==> config.mk <==
export PLATFORM = sky130hd
export DESIGN_NAME = cla_subtractor16_pipe
export DESIGN_NICKNAME = d
export VERILOG_FILES = /design/src/rtl/cla_pkg.sv /design/src/rtl/cla_subtractor16_pipe_clu.sv /design/src/rtl/cla_subtractor16_pipe.sv
export SDC_FILE = /design/constraint.sdc
export NUM_CORES = 1
export LEC_CHECK = 0
export CAP_MARGIN = 20
export CORE_MARGIN = 1
export CORE_UTILIZATION = 30
export CTS_CLUSTER_SIZE = 10
export DETAILED_ROUTE_END_ITERATION = 16
export PLACE_DENSITY = 0.67
export SLEW_MARGIN = 20
export SYNTH_ARGS = -nofsm -noshare
export SYNTH_HDL_FRONTEND = slang
export SYNTH_SLANG_ARGS = --single-unit
==> constraint.sdc <==
create_clock -name Clock -period 1.7 [get_ports Clock]
set_input_delay 0.17 -clock Clock [delete_from_list [all_inputs] [get_ports Clock]]
set_output_delay 0.17 -clock Clock [all_outputs]
set_load 0.005 [all_outputs]
==> src/rtl/cla_pkg.sv <==
// Shared definitions for the 16-bit carry-lookahead subtractor:
// group sizing, the {G,P} pair type and per-group helper functions.
package cla_pkg;

  localparam int CLA_GROUP_WIDTH = 4;
  localparam int CLA_GROUPS      = 4;

  typedef struct packed {
    logic g;
    logic p;
  } cla_gp_t;

  // Group generate/propagate of a 4-bit slice.
  function automatic cla_gp_t cla_group_gp(input logic [3:0] a, input logic [3:0] b);
    logic [3:0] g;
    logic [3:0] p;
    cla_gp_t    r;
    g   = a & b;
    p   = a ^ b;
    r.g = g[3] | (p[3] & g[2]) | (p[3] & p[2] & g[1]) | (p[3] & p[2] & p[1] & g[0]);
    r.p = &p;
    return r;
  endfunction

  // Sum of a 4-bit slice given the group carry-in from the lookahead unit.
  function automatic logic [3:0] cla_group_sum(input logic [3:0] a, input logic [3:0] b,
                                               input logic cin);
    logic [3:0] g;
    logic [3:0] p;
    logic [3:0] c;
    g    = a & b;
    p    = a ^ b;
    c[0] = cin;
    for (int i = 0; i < 3; i++) begin
      c[i+1] = g[i] | (p[i] & c[i]);
    end
    return p ^ c;
  endfunction

endpackage

==> src/rtl/cla_subtractor16_pipe_clu.sv <==
// Second-level carry-lookahead unit: four group {G,P} pairs plus a carry-in
// produce the group boundary carries and the block-level G/P.
module carry_lookahead_unit4
  import cla_pkg::*;
(
  input  cla_gp_t [3:0] i_gp,
  input  logic          i_carry,
  output logic          o_c4,
  output logic          o_c8,
  output logic          o_c12,
  output logic          o_c16,
  output logic          o_group_generation,
  output logic          o_group_propagation
);

  // Flat lookahead equations for every group boundary.
  always_comb begin
    o_c4  = i_gp[0].g | (i_gp[0].p & i_carry);
    o_c8  = i_gp[1].g | (i_gp[1].p & i_gp[0].g) | (i_gp[1].p & i_gp[0].p & i_carry);
    o_c12 = i_gp[2].g | (i_gp[2].p & i_gp[1].g) | (i_gp[2].p & i_gp[1].p & i_gp[0].g)
          | (i_gp[2].p & i_gp[1].p & i_gp[0].p & i_carry);
    o_group_generation  = i_gp[3].g | (i_gp[3].p & i_gp[2].g)
                        | (i_gp[3].p & i_gp[2].p & i_gp[1].g)
                        | (i_gp[3].p & i_gp[2].p & i_gp[1].p & i_gp[0].g);
    o_group_propagation = i_gp[3].p & i_gp[2].p & i_gp[1].p & i_gp[0].p;
    o_c16 = o_group_generation | (o_group_propagation & i_carry);
  end

endmodule

==> src/rtl/cla_subtractor16_pipe.sv <==
// Streaming 16-bit subtractor: Output = InputA - InputB - InputBorrow, built as
// A + ~B + ~borrow through four CLA groups and a second-level lookahead unit.
// Build option CLA_SUB_MID_PIPE_EN: split at c8 into two stages (latency 2,
// capacity 2); otherwise a single registered stage (latency 1, capacity 1).
module cla_subtractor16_pipe
  import cla_pkg::*;
#(
  parameter int WIDTH = 16
) (
  input  logic             Clock,
  input  logic             ResetN,
  input  logic [WIDTH-1:0] InputA,
  input  logic [WIDTH-1:0] InputB,
  input  logic             InputBorrow,
  input  logic             InputValid,
  output logic             InputReady,
  output logic [WIDTH-1:0] Output,
  output logic             OutputBorrow,
  output logic             OutputZero,
  output logic             OutputOverflow,
  output logic             OutputValid,
  input  logic             OutputReady
);

  logic [WIDTH-1:0]         w_b_n;
  logic                     w_c0;
  cla_gp_t [CLA_GROUPS-1:0] w_gp;
  logic                     w_c4, w_c8, w_c12, w_c16, w_grp_g, w_grp_p;

  logic [WIDTH-1:0] r_diff;
  logic             r_borrow, r_zero, r_ovf, r_valid;

  assign w_b_n = ~InputB;
  assign w_c0  = ~InputBorrow;

  for (genvar g = 0; g < CLA_GROUPS; g++) begin : g_group
    assign w_gp[g] = cla_group_gp(InputA[g*CLA_GROUP_WIDTH +: CLA_GROUP_WIDTH],
                                  w_b_n[g*CLA_GROUP_WIDTH +: CLA_GROUP_WIDTH]);
  end

  carry_lookahead_unit4 u_clu (
    .i_gp                (w_gp),
    .i_carry             (w_c0),
    .o_c4                (w_c4),
    .o_c8                (w_c8),
    .o_c12               (w_c12),
    .o_c16               (w_c16),
    .o_group_generation  (w_grp_g),
    .o_group_propagation (w_grp_p)
  );

`ifdef CLA_SUB_MID_PIPE_EN
  // Upper lookahead is recomputed in stage 2 from the registered c8.
  logic       w_unused;
  logic [7:0] w_lo_diff;
  logic       r1_valid, r1_c8;
  logic [7:0] r1_lo, r1_a_hi, r1_bn_hi;
  logic       w_s1_adv, w_s2_adv;
  cla_gp_t    w_gp2, w_gp3;
  logic       w_s2_c12, w_s2_c16;
  logic [WIDTH-1:0] w_diff;

  assign w_unused  = ^{w_c12, w_c16, w_grp_g, w_grp_p, w_gp[2], w_gp[3]};
  assign w_lo_diff = {cla_group_sum(InputA[7:4], w_b_n[7:4], w_c4),
                      cla_group_sum(InputA[3:0], w_b_n[3:0], w_c0)};

  assign w_s2_adv   = ~r_valid | OutputReady;
  assign w_s1_adv   = ~r1_valid | w_s2_adv;
  assign InputReady = w_s1_adv;

  // Stage 1 valid: refilled from upstream whenever stage 1 advances.
  always_ff @(posedge Clock or negedge ResetN) begin
    if (!ResetN)       r1_valid <= 1'b0;
    else if (w_s1_adv) r1_valid <= InputValid;
  end

  // Stage 1 data: low byte result, c8 and the untouched upper operands.
  always_ff @(posedge Clock or negedge ResetN) begin
    if (!ResetN) begin
      r1_lo    <= '0;
      r1_c8    <= 1'b0;
      r1_a_hi  <= '0;
      r1_bn_hi <= '0;
    end else if (InputValid && w_s1_adv) begin
      r1_lo    <= w_lo_diff;
      r1_c8    <= w_c8;
      r1_a_hi  <= InputA[15:8];
      r1_bn_hi <= w_b_n[15:8];
    end
  end

  // Stage 2 combinational: upper two groups resolved from the registered c8.
  always_comb begin
    w_gp2    = cla_group_gp(r1_a_hi[3:0], r1_bn_hi[3:0]);
    w_gp3    = cla_group_gp(r1_a_hi[7:4], r1_bn_hi[7:4]);
    w_s2_c12 = w_gp2.g | (w_gp2.p & r1_c8);
    w_s2_c16 = w_gp3.g | (w_gp3.p & w_s2_c12);
    w_diff   = {cla_group_sum(r1_a_hi[7:4], r1_bn_hi[7:4], w_s2_c12),
                cla_group_sum(r1_a_hi[3:0], r1_bn_hi[3:0], r1_c8),
                r1_lo};
  end

  // Stage 2 valid: takes stage 1 contents whenever the output slot frees up.
  always_ff @(posedge Clock or negedge ResetN) begin
    if (!ResetN)       r_valid <= 1'b0;
    else if (w_s2_adv) r_valid <= r1_valid;
  end

  // Stage 2 data: final difference and status flags; held while stalled.
  always_ff @(posedge Clock or negedge ResetN) begin
    if (!ResetN) begin
      r_diff   <= '0;
      r_borrow <= 1'b0;
      r_zero   <= 1'b0;
      r_ovf    <= 1'b0;
    end else if (r1_valid && w_s2_adv) begin
      r_diff   <= w_diff;
      r_borrow <= ~w_s2_c16;
      r_zero   <= (w_diff == '0);
      r_ovf    <= (r1_a_hi[7] ^ ~r1_bn_hi[7]) & (w_diff[15] ^ r1_a_hi[7]);
    end
  end
`else
  logic             w_unused;
  logic             w_adv;
  logic [WIDTH-1:0] w_diff;

  assign w_unused = ^{w_c12 & 1'b0, w_grp_g, w_grp_p};
  assign w_diff   = {cla_group_sum(InputA[15:12], w_b_n[15:12], w_c12),
                     cla_group_sum(InputA[11:8],  w_b_n[11:8],  w_c8),
                     cla_group_sum(InputA[7:4],   w_b_n[7:4],   w_c4),
                     cla_group_sum(InputA[3:0],   w_b_n[3:0],   w_c0)};

  assign w_adv      = ~r_valid | OutputReady;
  assign InputReady = w_adv;

  // Output valid: refilled from upstream whenever the single stage advances.
  always_ff @(posedge Clock or negedge ResetN) begin
    if (!ResetN)    r_valid <= 1'b0;
    else if (w_adv) r_valid <= InputValid;
  end

  // Output data: full-width result and flags; held while stalled.
  always_ff @(posedge Clock or negedge ResetN) begin
    if (!ResetN) begin
      r_diff   <= '0;
      r_borrow <= 1'b0;
      r_zero   <= 1'b0;
      r_ovf    <= 1'b0;
    end else if (InputValid && w_adv) begin
      r_diff   <= w_diff;
      r_borrow <= ~w_c16;
      r_zero   <= (w_diff == '0);
      r_ovf    <= (InputA[15] ^ InputB[15]) & (w_diff[15] ^ InputA[15]);
    end
  end
`endif

  assign Output         = r_diff;
  assign OutputBorrow   = r_borrow;
  assign OutputZero     = r_zero;
  assign OutputOverflow = r_ovf;
  assign OutputValid    = r_valid;

endmodule

# Word level (Yosys, flattened, before mapping)
# Cells that the tools add are included.
# Widths: inputs -> output; s select.
[word_totals]
register_bits = 20
[classes]
n_bitwise = 102
n_reduce_logical = 6
[ops]
columns = ["op", "n"]
rows = [
  ["$and 1x1->1", 49],
  ["$or 1x1->1", 35],
  ["$xor 4x4->4", 8],
  ["$and 4x4->4", 4],
  ["$logic_not 16->1", 1],
  ["$not 16->16", 1],
  ["$reduce_and 4->1", 4],
  ["$not 1->1", 3],
  ["$xor 1x1->1", 2],
  ["$logic_and 1x1->1", 1],
]

# Logic depth before layout (Yosys ltp)
[logic_depth]
ltp_word = 19
mapped_depth = 15
depth_no_buf = 15

# By module
# A second synthesis with hierarchy kept.
[hier_totals]
cells_unflattened = 152
area_unflattened_um2 = 1626.6
[modules_own_cells]
columns = ["mod", "instances", "cells_each", "area_each_um2", "seq_area_each_um2"]
rows = [
  ["cla_subtractor16_pipe", 1, 138, 1551.5, 500.5],
  ["carry_lookahead_unit4", 1, 14, 75.1, 0.0],
]

# Least setup slack after synthesis
# OpenSTA, ideal clock, no wires.
[synth_timing]
path_kind = "input port to flip-flop"
startpoint = "input InputB[0]"
endpoint = "register r_zero (netlist: OutputZero)"
arrival_time_ps = 2906
required_time_ps = 1617
setup_slack_ps = -1288
path_stages = 14
n_path_buf = 0
path_cell_list = "inv_1 -> ha_1 -> nor2b_1 -> o2111a_1 -> o31a_1 -> o21a_1 -> nor2_1 -> fa_1 -> fa_1 -> fa_1 -> nand4b_1 -> nor4_1 -> nand4_1 -> o21ai_0"
[synth_between]
elab_chain_cells = 15
[synth_lines]
columns = ["item", "line_no", "source"]
rows = [
  ["start, declared", "cla_subtractor16_pipe.sv:13", "input logic [WIDTH-1:0] InputB,"],
  ["$not 16->16 *", "cla_subtractor16_pipe.sv:33", "assign w_b_n = ~InputB;"],
  ["$and 4x4->4", "cla_pkg.sv:31", "g = a & b;"],
  ["$and 1x1->1", "cla_pkg.sv:20", "r.g = g[3] | (p[3] & g[2]) | (p[3] & p[2] & g[1]) | (p[3] & p[2] & p[1] & g[0]);"],
  ["$or 1x1->1", "cla_pkg.sv:20", ""],
  ["$and 1x1->1, on equally long branches", "cla_subtractor16_pipe_clu.sv:19, cla_subtractor16_pipe_clu.sv:20", ""],
  ["$or 1x1->1, on equally long branches", "cla_subtractor16_pipe_clu.sv:19, cla_subtractor16_pipe_clu.sv:20", ""],
  ["$or 1x1->1, on equally long branches", "cla_subtractor16_pipe_clu.sv:19, cla_subtractor16_pipe_clu.sv:21", ""],
  ["$and 1x1->1", "cla_pkg.sv:35", "c[i+1] = g[i] | (p[i] & c[i]);"],
  ["$or 1x1->1", "cla_pkg.sv:35", ""],
  ["$and 1x1->1", "cla_pkg.sv:35", ""],
  ["$or 1x1->1", "cla_pkg.sv:35", ""],
  ["$and 1x1->1", "cla_pkg.sv:35", ""],
  ["$or 1x1->1", "cla_pkg.sv:35", ""],
  ["$xor 4x4->4", "cla_pkg.sv:37", "return p ^ c;"],
  ["$logic_not 16->1 *", "cla_subtractor16_pipe.sv:153", "r_zero <= (w_diff == '0);"],
  ["end signal, assigned", "cla_subtractor16_pipe.sv:153", ""],
  ["end, declared", "cla_subtractor16_pipe.sv:31", "logic r_borrow, r_zero, r_ovf, r_valid;"],
]
# Mark *: on every way between the ends. The rest lies on a longest branch, timed or not.
# A chain may end at the register's enable or synchronous reset.

# Worst setup path in the final report
# Same ends and word-level chain as after synthesis.

==> results_dict.tcl <==
set metrics [dict create \
    status "complete, but fails checks" \
    violations "negative setup slack" \
    min_period_over_period 1.63 \
    synth-edff-count 0 \
    place_ws_ns -1.89 \
    cts-buffers-inserted 3 \
    utilization 0.571 \
    ant_nets 0 \
    cts_root_buf "clkbuf_8" \
    wl_met3_um 143 \
    worst_slack_ns -1.08 \
    final_layout_size_suffix_gt1_frac 0.466 \
    top_layer "met4" \
    cts.clk_slew.worst_paths_ns 0.08 \
    grt_pass1_vias 1409 \
    clockBufferDepth 2 \
    grt_start_max_net_pins 34 \
    r2r-start "OutputValid$_DFFE_PN0N_" \
    m1WireLength_um 1760 \
    drv_slew 0 \
    syn_avg_cell_area_um2 9.74 \
    routed-wl-met2_um 2020 \
    clock_skew_ns 0.00218 \
    r2r_cells 5 \
    gp_congestion 0.775 \
    synth_area_um2 1500 \
    grt_pass1_wl_um 6120 \
    initial_utilization 0.316 \
    peakVddDrop_v 0.000319 \
    nets 313 \
    routed_wl_um 3970 \
    grt_overflow_total 0 \
    crit_path_start_kind "input pin" \
    synth_cell_types 32 \
    antenna_found_initial 0 \
    power.total_mw 1.92 \
    cts_tree "done" \
    hold_path.class "input pin to asynchronous set/reset pin" \
    r2r_slack_ns 0.32 \
    path_max_fanout 2 \
    die_area_um2 5290 \
    post_layout_nonfiller_instances 314 \
    pin_count 58 \
    htreeDepth 1 \
    critical_path_class "input pin to flip-flop" \
    ys_async_sr_fraction 1.00 \
    syn_nets 219 \
    critPathCaptureType "flip-flop" \
    r2r_end "OutputBorrow$_DFFE_PN0P_" \
    vias 1398 \
    maxCapViolCount 0 \
    ys.flop_type "dfrtp_1" \
    setup_viol 14 \
    tightestPinTransition_ns 0.331 \
    clock.fmax_mhz 360 \
    p_leak_nw 1.27 \
    drcViolationCount 0 \
    n_antenna_cell 0 \
    hpwl_um 3060 \
    post_drt_wl_per_cell_um 12.6 \
    placed_cells 307 \
    hold_buffers 0 \
    portBuffers 57 \
    synth_seq_cells 20 \
    cts_sinks 20 \
    clk_latency_ns 0.27 \
    min_period_ns 2.78 \
    core_region_area_um2 4750 \
    netlist_instances 154 \
    ys_seq_area_frac 0.334 \
    drtIter0Drc 77 \
    relSlewSlack 0.779 \
    firstDrtPassIters 4 \
    syn_to_final_growth_pct 80.9 \
    required_ns 1.90 \
    power_density_nw_per_um2 709 \
    row_count 25 \
    critPathArrivalTime_ns 2.98 \
    via_per_inst 4.45 \
    hold_viol 0 \
    ys.warnings.count 0 \
    rsz0062_at_grt "true" \
    grt_usage 0.154 \
    hold_ws_ns 0.245 \
    die_h_um 72.7 \
    die_w_um 72.7 \
]
[logic make-up after synthesis]
| family | share of synthesized area |
|---|---|
| DFF | 0.334 |
| adders and majority gates | 0.294 |
| AOI/OAI and AO/OA | 0.114 |
| muxes | 0.0300 |
| xor gates and xnor gates | 0.0292 |
| and+or+nand+nor | 0.121 |
| buffers and inverters | 0.0784 |
[stage by stage]
step           area, µm²  setup TNS (ns)
3_5_place_dp        2450          -21.02
5_1_grt             2710           -8.08
3_3_place_gp        2450          -20.27
2_1_floorplan       1560           -7.22
4_1_cts             2660           -8.14
6_report            2710           -6.87
[cells in the mapped netlist (2+ instances only)]
master   count  area share
nor2_1       6       0.015
dfrtp_1     20        0.33
nand2_1     19       0.048
xor2_1       3       0.018
xnor2_1      2       0.012
fa_1        12        0.16
a21oi_1      6       0.020
ha_1        16        0.13
o21ai_0     15       0.050
mux2_2       4       0.030
inv_1       28       0.070
nand4_1      3       0.013
[cell usage in the layout, fill, tap and decap left out, drive strengths merged, types with 2 or more instances in the layout]
cell type / instances
o21ai: 16
mux2: 4
dlygate4sd2: 8
ha: 16
nand2b: 2
dlymetal6s2s: 5
xor2: 3
nor2: 6
xnor2: 2
nand2: 20
fa: 12
nand4: 3
clkdlybuf4s50: 27
inv: 28
dfrtp: 20
a21oi: 6
clkbuf: 15
buf: 40
[power breakdown]
part	leakage (nW)	internal, mW	switching, mW
Sequential	0.244	0.576	0.0626
Clock	0.0288	0.207	0.172
Combinational	1.00	0.552	0.356
[critical path, stage by stage]
cell      delay (ns)
buf_8           0.09
inv_8           0.03
ha_4            0.24
nor2b_4         0.12
o2111a_1        0.19
o31a_1          0.18
o21a_1          0.18
nor2_2          0.05
fa_2            0.35
fa_2            0.35
fa_1            0.51
nand4b_1        0.13
nor4_2          0.15
nand4_1         0.12
o21ai_1         0.13
[sequential cells by signal, indices dropped and copies added (netlist names)]
| signal | count |
|---|---|
| OutputZero | 1 |
| Output | 16 |
| OutputOverflow | 1 |
| OutputValid | 1 |
| OutputBorrow | 1 |
[per-layer routing]
layer | vias to the layer above | GRT usage
met5 | - | 0
met4 | 0 | 0.0654
met3 | 3 | 0.00829
met2 | 44 | 0.278
met1 | 661 | 0.191
li1 | 690 | -
[worst max-delay path by stage]
| stage | startpoint | endpoint | slack [ns] |
|---|---|---|---|
| after floorplan | InputB[0] | OutputZero$_DFFE_PN0P_ | -1.09 |
| after global placement | InputB[0] | OutputZero$_DFFE_PN0P_ | -1.82 |
| after detailed placement | InputB[0] | OutputZero$_DFFE_PN0P_ | -1.89 |
| after CTS | InputB[0] | OutputZero$_DFFE_PN0P_ | -1.33 |
| after global routing | InputB[0] | OutputZero$_DFFE_PN0P_ | -1.18 |
| final | InputB[0] | OutputZero$_DFFE_PN0P_ | -1.08 |
[cell type report]
class	instances	area, µm²
Clock buffer	4	55.1
Fill cell	430	2040
Inverter	28	125
Multi-Input combinational cell	103	1130
Sequential cell	20	500
Tap cell	67	83.8
Timing Repair Buffer	92	816
[what timing repair did]
item,in CTS,in global routing
setup endpoints to repair,18,16
gates resized for setup,92,36
pin swaps,22,19
buffers inserted,2,2
gates cloned,0,0
(Power assumes the default switching activity.)
